## src/rtl/led_multi_ctl.sv

```systemverilog
// Multi-channel LED controller: shared prescaler tick and PWM counter, per-channel
// OFF / ON / BLINK / BREATHE modes configured through a single write port.
module led_multi_ctl #(
    parameter int CH       = 4,
    parameter int TICK_DIV = 25000,
    parameter int PWM_BITS = 8,
    parameter int PER_BITS = 10,
    parameter int CH_W     = 2
) (
    input  logic                clk,
    input  logic                rst_n,
    input  logic                cfg_we,
    input  logic [CH_W-1:0]     cfg_ch,
    input  logic [1:0]          cfg_mode,
    input  logic [PWM_BITS-1:0] cfg_duty,
    input  logic [PER_BITS-1:0] cfg_per,
    output logic                tick,
    output logic [CH-1:0]       led
);

    localparam int PRE_W = (TICK_DIV > 2) ? $clog2(TICK_DIV) : 1;

    typedef enum logic [1:0] {
        MODE_OFF     = 2'b00,
        MODE_ON      = 2'b01,
        MODE_BLINK   = 2'b10,
        MODE_BREATHE = 2'b11
    } mode_t;

    logic [PRE_W-1:0]    presc;
    logic [PWM_BITS-1:0] pwm_cnt;
    logic [CH-1:0]       led_d;

    always_ff @(posedge clk or negedge rst_n) begin
        if (!rst_n) begin
            presc   <= '0;
            tick    <= 1'b0;
            pwm_cnt <= '0;
        end else begin
            tick    <= (presc == PRE_W'(TICK_DIV - 1));
            presc   <= (presc == PRE_W'(TICK_DIV - 1)) ? '0 : presc + 1'b1;
            pwm_cnt <= pwm_cnt + 1'b1;
        end
    end

    for (genvar i = 0; i < CH; i++) begin : g_ch
        mode_t               mode;
        logic [PWM_BITS-1:0] duty;
        logic [PWM_BITS-1:0] ramp;
        logic [PER_BITS-1:0] per;
        logic [PER_BITS-1:0] cnt;
        logic                phase;
        logic                dir_down;
        logic                wr;
        logic [PER_BITS:0]   cnt_inc;
        logic [PER_BITS:0]   eff_per;
        logic                step;

        assign wr      = cfg_we && (cfg_ch == CH_W'(i));
        assign cnt_inc = {1'b0, cnt} + 1'b1;
        // per = 0 behaves as an interval of one tick
        assign eff_per = (per == '0) ? (PER_BITS + 1)'(1) : {1'b0, per};
        assign step    = (cnt_inc >= eff_per);

        always_ff @(posedge clk or negedge rst_n) begin
            if (!rst_n) begin
                mode     <= MODE_OFF;
                duty     <= '0;
                per      <= '0;
                cnt      <= '0;
                phase    <= 1'b0;
                ramp     <= '0;
                dir_down <= 1'b0;
            end else if (wr) begin
                // a write takes priority over a coincident tick for this channel
                mode     <= mode_t'(cfg_mode);
                duty     <= cfg_duty;
                per      <= cfg_per;
                cnt      <= '0;
                phase    <= 1'b1;
                ramp     <= '0;
                dir_down <= 1'b0;
            end else if (tick) begin
                if (step) begin
                    cnt   <= '0;
                    phase <= ~phase;
                    if (duty == '0) begin
                        ramp     <= '0;
                        dir_down <= 1'b0;
                    end else if (!dir_down && (ramp < duty)) begin
                        ramp <= ramp + 1'b1;
                        if ((ramp + 1'b1) == duty)
                            dir_down <= 1'b1;
                    end else begin
                        ramp <= ramp - 1'b1;
                        if (ramp == PWM_BITS'(1))
                            dir_down <= 1'b0;
                    end
                end else begin
                    cnt <= cnt_inc[PER_BITS-1:0];
                end
            end
        end

        always_comb begin
            led_d[i] = 1'b0;
            case (mode)
                MODE_OFF:     led_d[i] = 1'b0;
                MODE_ON:      led_d[i] = (pwm_cnt < duty);
                MODE_BLINK:   led_d[i] = phase & (pwm_cnt < duty);
                MODE_BREATHE: led_d[i] = (pwm_cnt < ramp);
                default:      led_d[i] = 1'b0;
            endcase
        end
    end

    always_ff @(posedge clk or negedge rst_n) begin
        if (!rst_n)
            led <= '0;
        else
            led <= led_d;
    end

endmodule

```

## config.mk

```make
export PLATFORM = sky130hd
export DESIGN_NAME = led_multi_ctl
export DESIGN_NICKNAME = d
export VERILOG_FILES = /design/src/rtl/led_multi_ctl.sv
export SDC_FILE = /design/constraint.sdc
export NUM_CORES = 1
export LEC_CHECK = 0
export BUFFER_PORTS_ARGS = -buffer_cell sky130_fd_sc_hd__buf_2
export CAP_MARGIN = 20
export CORE_MARGIN = 2
export CORE_UTILIZATION = 45
export CTS_BUF_LIST = sky130_fd_sc_hd__clkbuf_2
export DETAILED_ROUTE_END_ITERATION = 6
export GPL_ROUTABILITY_DRIVEN = 0
export GPL_TIMING_DRIVEN = 1
export PLACE_DENSITY = 0.67
export SYNTH_ARGS = -nofsm -noshare
export SYNTH_HDL_FRONTEND = slang
export SYNTH_SLANG_ARGS = --single-unit
export TNS_END_PERCENT = 100
```

## constraint.sdc

```tcl
create_clock -name clk -period 2.7 [get_ports clk]
set_input_delay 0.405 -clock clk [delete_from_list [all_inputs] [get_ports clk]]
set_output_delay 0.405 -clock clk [all_outputs]
set_load 0.01 [all_outputs]
```

## After elaboration in Yosys (flattened, before gate mapping)

Index checks and enable logic that the tools add are counted.

| cells by class | value |
|---|---|
| $add $sub $neg | 14 |
| $lt $le $gt $ge | 16 |
| bitwise logic cells | 8 |
| muxes and demuxes | 81 |
| reduce and logical (&&, ||, !) cells | 45 |
| equality and inequality tests | 28 |

Operators with widths:

| cell | count |
|---|---|
| $mux W10 | 16 |
| $mux W8 | 20 |
| $lt A8 B8 Y1 | 12 |
| $add A10 B1 Y11 const B | 4 |
| $ge A11 B10 Y1 | 4 |
| $add A8 B1 Y8 const B | 5 |
| $logic_not A10 Y1 | 4 |
| $mux W1 | 40 |
| $eq A8 B1 Y1 const B | 4 |
| $eq A8 B8 Y1 | 4 |
| $logic_not A8 Y1 | 4 |
| $sub A8 B1 Y8 const B | 4 |
| $eq A2 B2 Y1 const B | 10 |
| $ne A4 B3 Y1 const B | 4 |
| $pmux W1 S4 | 4 |
| $reduce_and A4 Y1 | 4 |
| $reduce_bool A2 Y1 | 8 |
| $reduce_bool A4 Y1 | 4 |
| $add A15 B1 Y15 const B | 1 |
| $eq A15 B15 Y1 const B | 1 |
| $mux W15 | 1 |
| $eq A2 B1 Y1 const B | 5 |
| $logic_not A2 Y1 | 5 |
| $logic_and A1 B1 Y1 | 8 |
| other kinds (4) | 16 |

| storage, ports and cells | value |
|---|---|
| bits of input ports | 25 |
| output and inout bits | 5 |
| register bits | 188 |
| word-level logic and storage cells | 224 |

## Logic depth before layout (Yosys ltp)

Gate-level depths: netlist of run 1.

| depth | value |
|---|---|
| depth in word-level cells | 8 |
| gate-level depth with buffers | 13 |
| gate-level depth less buffers | 11 |

## Worst setup path before layout of run 1

Ideal clock, no wire load.

| timing | value |
|---|---|
| path type | reg-to-reg |
| start | register g_ch[3].cnt[0] |
| end | register g_ch[3].phase |
| slack | -0.053 ns |
| data arrival time | 2.635 ns |
| setup time | 0.119 ns |
| period minus slack after synthesis | 2.753 ns |
| required time | 2.581 ns |
| stages on the path, launching flop included | 13 |
| path buffers | 2 |
| cells stage by stage | dfrtp_1 > ha_1 > nand3_1 > nor2_1 > nand2_1 > xnor2_1 > ha_1 > a21o_1 > a2111oi_2 > o22ai_2 > buf_2 > buf_2 > o21a_1 |

| on the way | value |
|---|---|
| cells in the longest elaborated chain, start to end | 4 |

RTL lines:

| item | RTL line | RTL |
|---|---|---|
| from (decl) | 51 | `logic [PER_BITS-1:0] cnt;` |
| from (signal assigned) | 100 | `cnt <= cnt_inc[PER_BITS-1:0];` |
| $add A10 B1 Y11 | 60 | `assign cnt_inc = {1'b0, cnt} + 1'b1;` |
| $ge A11 B10 Y1 | 63 | `assign step = (cnt_inc >= eff_per);` |
| $reduce_bool A2 Y1 (no line) | n/a |  |
| $reduce_and A2 Y1 (no line) | n/a |  |
| to (signal assigned) | 86 | `phase <= ~phase;` |
| to (decl) | 52 | `logic phase;` |

No other way between the ends.
A chain may end at the register's enable or synchronous reset.

## Worst setup path in the final report of run 1

| timing | value |
|---|---|
| start | register g_ch[1].cnt[0] |
| end | register g_ch[1].cnt[6] |

| on the way | value |
|---|---|
| cells in the longest elaborated chain, start to end | 5 |

RTL lines:

| item | RTL line | RTL |
|---|---|---|
| from (decl) | 51 |  |
| from (signal assigned) | 100 |  |
| $add A10 B1 Y11 (*) | 60 |  |
| $ge A11 B10 Y1 | 63 |  |
| $mux W10 (*) | 84 | `if (step) begin` |
| $mux W10 (*) | 83 | `end else if (tick) begin` |
| $mux W10 (*) | 74 | `end else if (wr) begin` |

Mark *: on every way between the ends. The rest lies on a longest branch, timed or not. The select of a mux whose other input is x is not followed.

==> metrics.cfg, run 1 <==
[yosys]
synth_compound_area_frac=0.171
avgSynthCellArea_um2=8.90
yosysUniqueCellTypes=80
yosysTopAreaCellShare=0.366
synthSimpleGateAreaFrac=0.189
synth-seq-cells=188
synth_nets=1614
synth_top_family_by_area=simple AND/OR/NAND/NOR gates
yosys_warnings=0
synthArstFlopShare=1.00
ys_top_cells_by_area=dfrtp_1 37%, ha_1 14%, nand2_1 6.0%, o21ai_0 4.4%, xnor2_1 3.9%
synth_enable_flop_cells=0
synth_area_um2=12800
ys.flop_type=dfrtp_1
yosysTopAreaCell=dfrtp_1
ys_seq_area_frac=0.366
synth.area.mux_share=0.0227
synth_fa_ha_area_frac=0.142
synthXorXnorAreaFrac=0.0641
syn_inst=1443

[finish]
fillerInstances=2575
final_cells=1967
drive_gt1_frac=0.169
area_growth_pct=17.9
fin_area_um2=15100
utilization=0.542
layout.nets=1746

[placement]
hpwlAfterDp_mm=24.2
dpl_cell_area_um2=13900
dpl.cell_count=1881
portBuffers=29
dp_slack_ns=-0.0474

[cts]
clock_latency_ns=0.86
cts_max_path_buffers=2
cts.reportedPaths.clkPinSlew_ns=0.34
cts_tree=yes
cts_htree_levels=4
cts_inserted_buffers=17
root_buffer=clkbuf_2
clkSinkCount=188

[pwr]
ir_drop_uv=327
leakage_nw=7.26
power.density_nw_per_um2=614

[worst_setup_path]
critPathLaunchType=flop
crit_fanout=6
path_class=flop to flop
ff2ff_path_depth=11
crit_required_ns=3.49
critPathArrivalTime_ns=3.55
end_kind=flop
cpPeakStageDelay_ns=0.51
crit_top_cell=and3_4
worst_path_max_delay_cell=dfrtp_1
path_cells=and3_4, and3_4, nand3_4, xnor2_2, ha_2, a21o_1, a211o_1, a31oi_4, o21ai_4, or4_1, o21ai_1

[drt]
drt_iter0_drc=710
drt_pass1_iterations=6
routed_wl_mm=33.9
vias=11000
routedWlPerCell_um=17.2
ant_nets=0
drc=0
viasPerCell=5.61

[run_status]
status=complete, but fails checks
violations=negative setup slack

[timing]
layout_min_cycle_time_ns=2.76
fin_tns_setup_ns=-0.129
setup-violations-final=5
maxSlewViolCount=0
hold_viol_final=0
max_freq_mhz=362
slew_headroom=0.321
finalCritPeriodShare=1.02
skew_ns=0.0503
tightest_slew_ns=1.01
rsz0062_at_grt=yes
worst_slack_ns=-0.0613

[global_routing]
overflow=0
grt_pass1_vias=10800
grt_pass1_wl_mm=54.9
grt_use_total=0.225
grt_max_degree=72
antenna_found_initial=1

[floorplan]
core-area_um2=27900
ioPinCount=30
row_count=61
fp.dieW_um=173
start_util=0.460
die_h_um=173
dieArea_um2=29900

[flow_run]
drv_cap=0

[worst_hold_path]
hold_class=input pin to async pin

logic make-up after synthesis:
logic type | Yosys count
AOI/OAI and AO/OA | 331
xor gates and xnor gates | 94
adders and majority gates | 146
buffers and inverters | 148
DFF | 188
muxes | 28
and+or+nand+nor | 508
per-stage QoR:
stage               hold WS, ns  power [mW]
floorplan                 0.109        6.20
global placement          0.448        7.21
detailed placement        0.460        7.32
CTS                      0.0451        9.06
global route             0.0504        10.0
finish                   0.0764        9.29
worst max-delay path: cells and delay by family, from the launching register on:
| family | cells | cell delay [ns] |
|---|---|---|
| AOI/OAI and AO/OA | 5 | 0.89 |
| xor gates and xnor gates | 1 | 0.15 |
| adders and majority gates | 1 | 0.19 |
| DFF | 1 | 0.51 |
| and+or+nand+nor | 4 | 0.98 |
sequential cells by signal (all words and copies together) (netlist names):
signal         flops
g_ch.cnt          40
g_ch.per          40
g_ch.duty         32
g_ch.ramp         32
presc             15
g_ch.mode          8
pwm_cnt            8
g_ch.dir_down      4
g_ch.phase         4
led                4
tick               1
cells in the mapped netlist, drive strengths merged, types with 5 or more instances:
cell,number
nand2,206
or2,6
xor2,37
a31oi,10
clkbuf,32
xnor2,57
o211ai,7
o21ai,126
o21a,12
nor2,66
nand3b,6
a21o,22
a41o,7
o31ai,5
or3,8
nand2b,33
mux2i,19
dfrtp,188
o311ai,10
a21oi,48
inv,105
a21boi,7
o22ai,12
mux2,9
buf,11
nand3,67
nor4,16
a211oi,13
ha,146
and2,10
o2111ai,7
nand4,19
a211o,5
nor2b,8
nor3,31
a22o,8
and3,19
repair_timing:
item / 4_1_cts / 5_1_grt
endpoints found under the hold margin: 206 / 0
buffers inserted: 10 / 19
setup endpoints to repair: 37 / 67
pin swaps: 5 / 56
hold buffers: 24 / 0
resized for setup: 15 / 102
final cells by class:
cell class                      instances  area [um2]  share of cell area
Clock buffer                           17        85.1             0.00562
Timing Repair Buffer                  156        1230              0.0814
Antenna cell                            1        2.50            0.000165
Inverter                              105         394              0.0260
Clock inverter                         15         200              0.0132
Multi-Input combinational cell       1107        8050               0.531
Tap cell                              378         473              0.0312
Sequential cell                       188        4710               0.311
final timing paths:
check	startpoint	endpoint	slack [ns]
min in group clk	cfg_mode[0]	g_ch[1].mode[0]$_DFFE_PN0P_	0.34
hold reg to reg	presc[0]$_DFF_PN0_	presc[0]$_DFF_PN0_	0.48
hold / removal	rst_n	g_ch[3].per[6]$_DFFE_PN0P_	0.08
max in group asynchronous	rst_n	g_ch[3].mode[0]$_DFFE_PN0P_	1.83
setup / recovery	g_ch[1].cnt[0]$_DFFE_PN0P_	g_ch[1].cnt[6]$_DFFE_PN0P_	-0.06
setup reg to reg	g_ch[1].cnt[0]$_DFFE_PN0P_	g_ch[1].cnt[6]$_DFFE_PN0P_	-0.06
report_power, final:
part           internal (mW)  switching [mW]  leakage [nW]
combinational           1.71            2.18          4.79
clock                  0.485            1.16         0.163
sequential              3.26           0.496          2.30
cells in the final DEF (no fill, tap or decap), drive strengths merged, types with 10 or more instances in the layout:
cell type	count
nand2	206
dfrtp	188
ha	146
buf	131
o21ai	126
inv	112
nand3	67
nor2	66
xnor2	57
a21oi	48
xor2	37
nand2b	33
nor3	31
dlygate4sd3	24
a21o	22
nand4	19
mux2i	19
and3	19
clkbuf	18
nor4	16
a211oi	13
o21a	12
o22ai	12
and2	10
o311ai	10
a31oi	10
routing by layer:
layer / GRT usage / vias to the layer above / wire, um
met4: 0.0858 / 0 / 1020
met2: 0.372 / 270 / 16200
li1: - / 5384 / -
met5: 0 / - / 0
met1: 0.300 / 5304 / 15300
met3: 0.0310 / 73 / 1420
No activity file was read; power rests on OpenSTA's default activity.
==> inputs of run 2 (changes only) <==
PLACE_DENSITY = 0.65   (was 0.67)
clock period = 3.5 ns   (was 2.7 ns; I/O delays follow)
==> metrics.cfg, run 2 (same netlist as run 1, synthesis figures left out) <==
[run_status]
status=completed

[cts]
clock_latency_ns=0.80  ; -0.06 ns
cts_inserted_buffers=17  ; unchanged
cts.reportedPaths.clkPinSlew_ns=0.34  ; about the same
post_cts_buffers=0  ; -10
cts_htree_levels=4  ; unchanged
clkSinkCount=188  ; unchanged
cts_max_path_buffers=2  ; unchanged
root_buffer=clkbuf_2
cts_tree=yes

[pwr]
switching_share=0.419  ; +0.00634
leakage_nw=6.67  ; -8.1%
pwr-share-comb=0.385  ; -0.034
power_mw=6.57  ; -29%
switchingPower_mw=2.75  ; -28%
ir_drop_uv=251  ; -23%
power.density_nw_per_um2=474  ; -23%
pwr-share-seq=0.451  ; +0.046
clkPwrFrac=0.164  ; -0.013
p_int_mw=3.82  ; -30%

[timing]
tightest_slew_ns=0.892  ; -0.122 ns
maxSlewViolCount=0  ; unchanged
layout_min_cycle_time_ns=3.15  ; +0.390 ns
slew_headroom=0.403  ; +0.0813
skew_ns=0.0549  ; +0.00458 ns
finalCritPeriodShare=0.900  ; -0.122
fin_tns_setup_ns=0  ; +0.129 ns
max_freq_mhz=317  ; -12%
whs_ns=0.114  ; +0.0377 ns
rsz0062_at_grt=no
hold_viol_final=0  ; unchanged
worst_slack_ns=0.349  ; +0.410 ns
setup-violations-final=0  ; -5

[floorplan]
die_h_um=173  ; unchanged
core-area_um2=27900  ; unchanged
dieArea_um2=29900  ; unchanged
start_util=0.460  ; unchanged
fp.dieW_um=173  ; unchanged
ioPinCount=30  ; unchanged
row_count=61  ; unchanged

[drt]
viasPerCell=5.62  ; +0.17%
routed_wl_mm=31.8  ; -6.3%
routedWlPerCell_um=16.9  ; -1.8%
ant_nets=0  ; unchanged
drt_iter0_drc=744  ; +4.8%
drt_pass1_iterations=5  ; -1
vias=10500  ; -4.4%
drc=0  ; unchanged

[finish]
layout_common_cells=206 x nand2_1, 188 x dfrtp_1, 146 x ha_1
seqCellArea_um2=4700  ; about the same
top_regs=g_ch.cnt x40, g_ch.per x40
fillerInstances=2706  ; +5.1%
multi_input_area_um2=7580  ; -5.8%
area_growth_pct=7.87
drive_gt1_frac=0.0721  ; -0.0973
final_common_cell=nand2_1
layout.nets=1656  ; -5.2%

[worst_hold_path]
hold_class=input pin to flop

[worst_setup_path]
crit_required_ns=4.24  ; +0.75 ns
reg2reg_slack_ns=0.35  ; +0.41 ns
crit_top_cell=ha_1
critPathArrivalTime_ns=3.89  ; +0.34 ns
crit_fanout=14  ; +8
end_kind=flop
critPathLaunchType=flop
path_class=flop to flop
cpPeakStageDelay_ns=0.53  ; +0.02 ns
path_cells=ha_1, nand3_1, nor2_1, nand2_1, xnor2_1, ha_1, a21o_1, a2111oi_2, o22ai_4, buf_4, nand4_1, a21bo_1
worst_path_max_delay_cell=a2111oi_2

[global_routing]
overflow=0  ; unchanged
grt_pass1_vias=10300  ; -5.1%
grt_max_degree=84  ; +17%
grt_pass1_wl_mm=52.7  ; -4.0%
antenna_found_initial=1  ; unchanged
grt_use_total=0.216  ; -0.00878

[placement]
portBuffers=29  ; unchanged
hpwlAfterDp_mm=23.1  ; -4.3%
dp_slack_ns=0.346  ; +0.394 ns

[flow_run]
drv_cap=0  ; unchanged

-- run 2: cell count changes in the layout (fill, tap and decap cells not counted), moves of 7 or more --
| cell | previous run | this run |
|---|---|---|
| buf_4 | 88 | 16 |
| buf_6 | 14 | 0 |
| nand3_1 | 59 | 67 |
| nor2_1 | 55 | 64 |
| o21ai_0 | 102 | 113 |
| o311ai_1 | 1 | 9 |
| xnor2_1 | 50 | 57 |
| xnor2_2 | 7 | 0 |
-- run 2: area by class of cell --
cell class,count,share of cell area
inverter,105,0.0284
clock buffer,17,0.00614
timing repair buffer,66,0.0349
antenna,1,0.000181
sequential,188,0.339
tap,378,0.0341
multi-input combinational,1107,0.547
clock inverter,15,0.00975
-- run 2: final timing paths --
| check | cells past startpoint | start | to |
|---|---|---|---|
| max in group asynchronous | 3 | rst_n | g_ch[2].ramp[3]$_DFFE_PN0P_ |
| min in group asynchronous | 2 | rst_n | g_ch[1].cnt[9]$_DFFE_PN0P_ |
| setup / recovery | 12 | g_ch[3].cnt[0]$_DFFE_PN0P_ | g_ch[3].ramp[7]$_DFFE_PN0P_ |
| hold / removal | 3 | cfg_ch[0] | g_ch[0].per[9]$_DFFE_PN0P_ |
| setup reg to reg | 12 | g_ch[3].cnt[0]$_DFFE_PN0P_ | g_ch[3].ramp[7]$_DFFE_PN0P_ |
| hold reg to reg | 1 | presc[0]$_DFF_PN0_ | presc[0]$_DFF_PN0_ |
-- run 2: layer usage --
metal / up-vias / global-route usage / wire length [um]
met5: - / 0 / 0
met4: 0 / 0.0773 / 773
met3: 44 / 0.0330 / 1260
met2: 228 / 0.344 / 14400
met1: 5062 / 0.300 / 15300
li1: 5210 / - / -
-- run 2: power by group through the flow --
stage | combinational, mW | clock (mW) | sequential [mW]
5_1_grt | 2.90 | 1.18 | 3.02
2_1_floorplan | 1.93 | 0 | 2.85
3_3_place_gp | 2.43 | 0 | 2.98
4_1_cts | 2.53 | 1.12 | 2.95
3_5_place_dp | 2.50 | 0 | 2.99
6_report | 2.53 | 1.07 | 2.96
-- run 2: metrics by stage --
stage	cell area, um2	std cells	util
after CTS	13800	1876	0.496
after detailed placement	13400	1823	0.480
after floorplan	12800	1443	-
final	13900	1877	0.496
after global routing	13900	1877	0.496
after global placement	13400	1823	0.480
-- run 2: timing repair --
| item | 4_1_cts | 5_1_grt |
|---|---|---|
| hold buffers | 21 | 0 |
| gates resized for setup | 0 | 1 |
| endpoints found under the hold margin | 156 | 0 |
| setup endpoints to repair | 0 | 4 |
-- run 2: worst max-delay path, delay by kind of cell, from the launching register on --
family	cells	cell delay, ns
compound gates	4	1.11
xor+xnor	1	0.14
fa+ha+maj	2	0.54
buf+inv	1	0.23
flops	1	0.51
simple gates	4	0.57
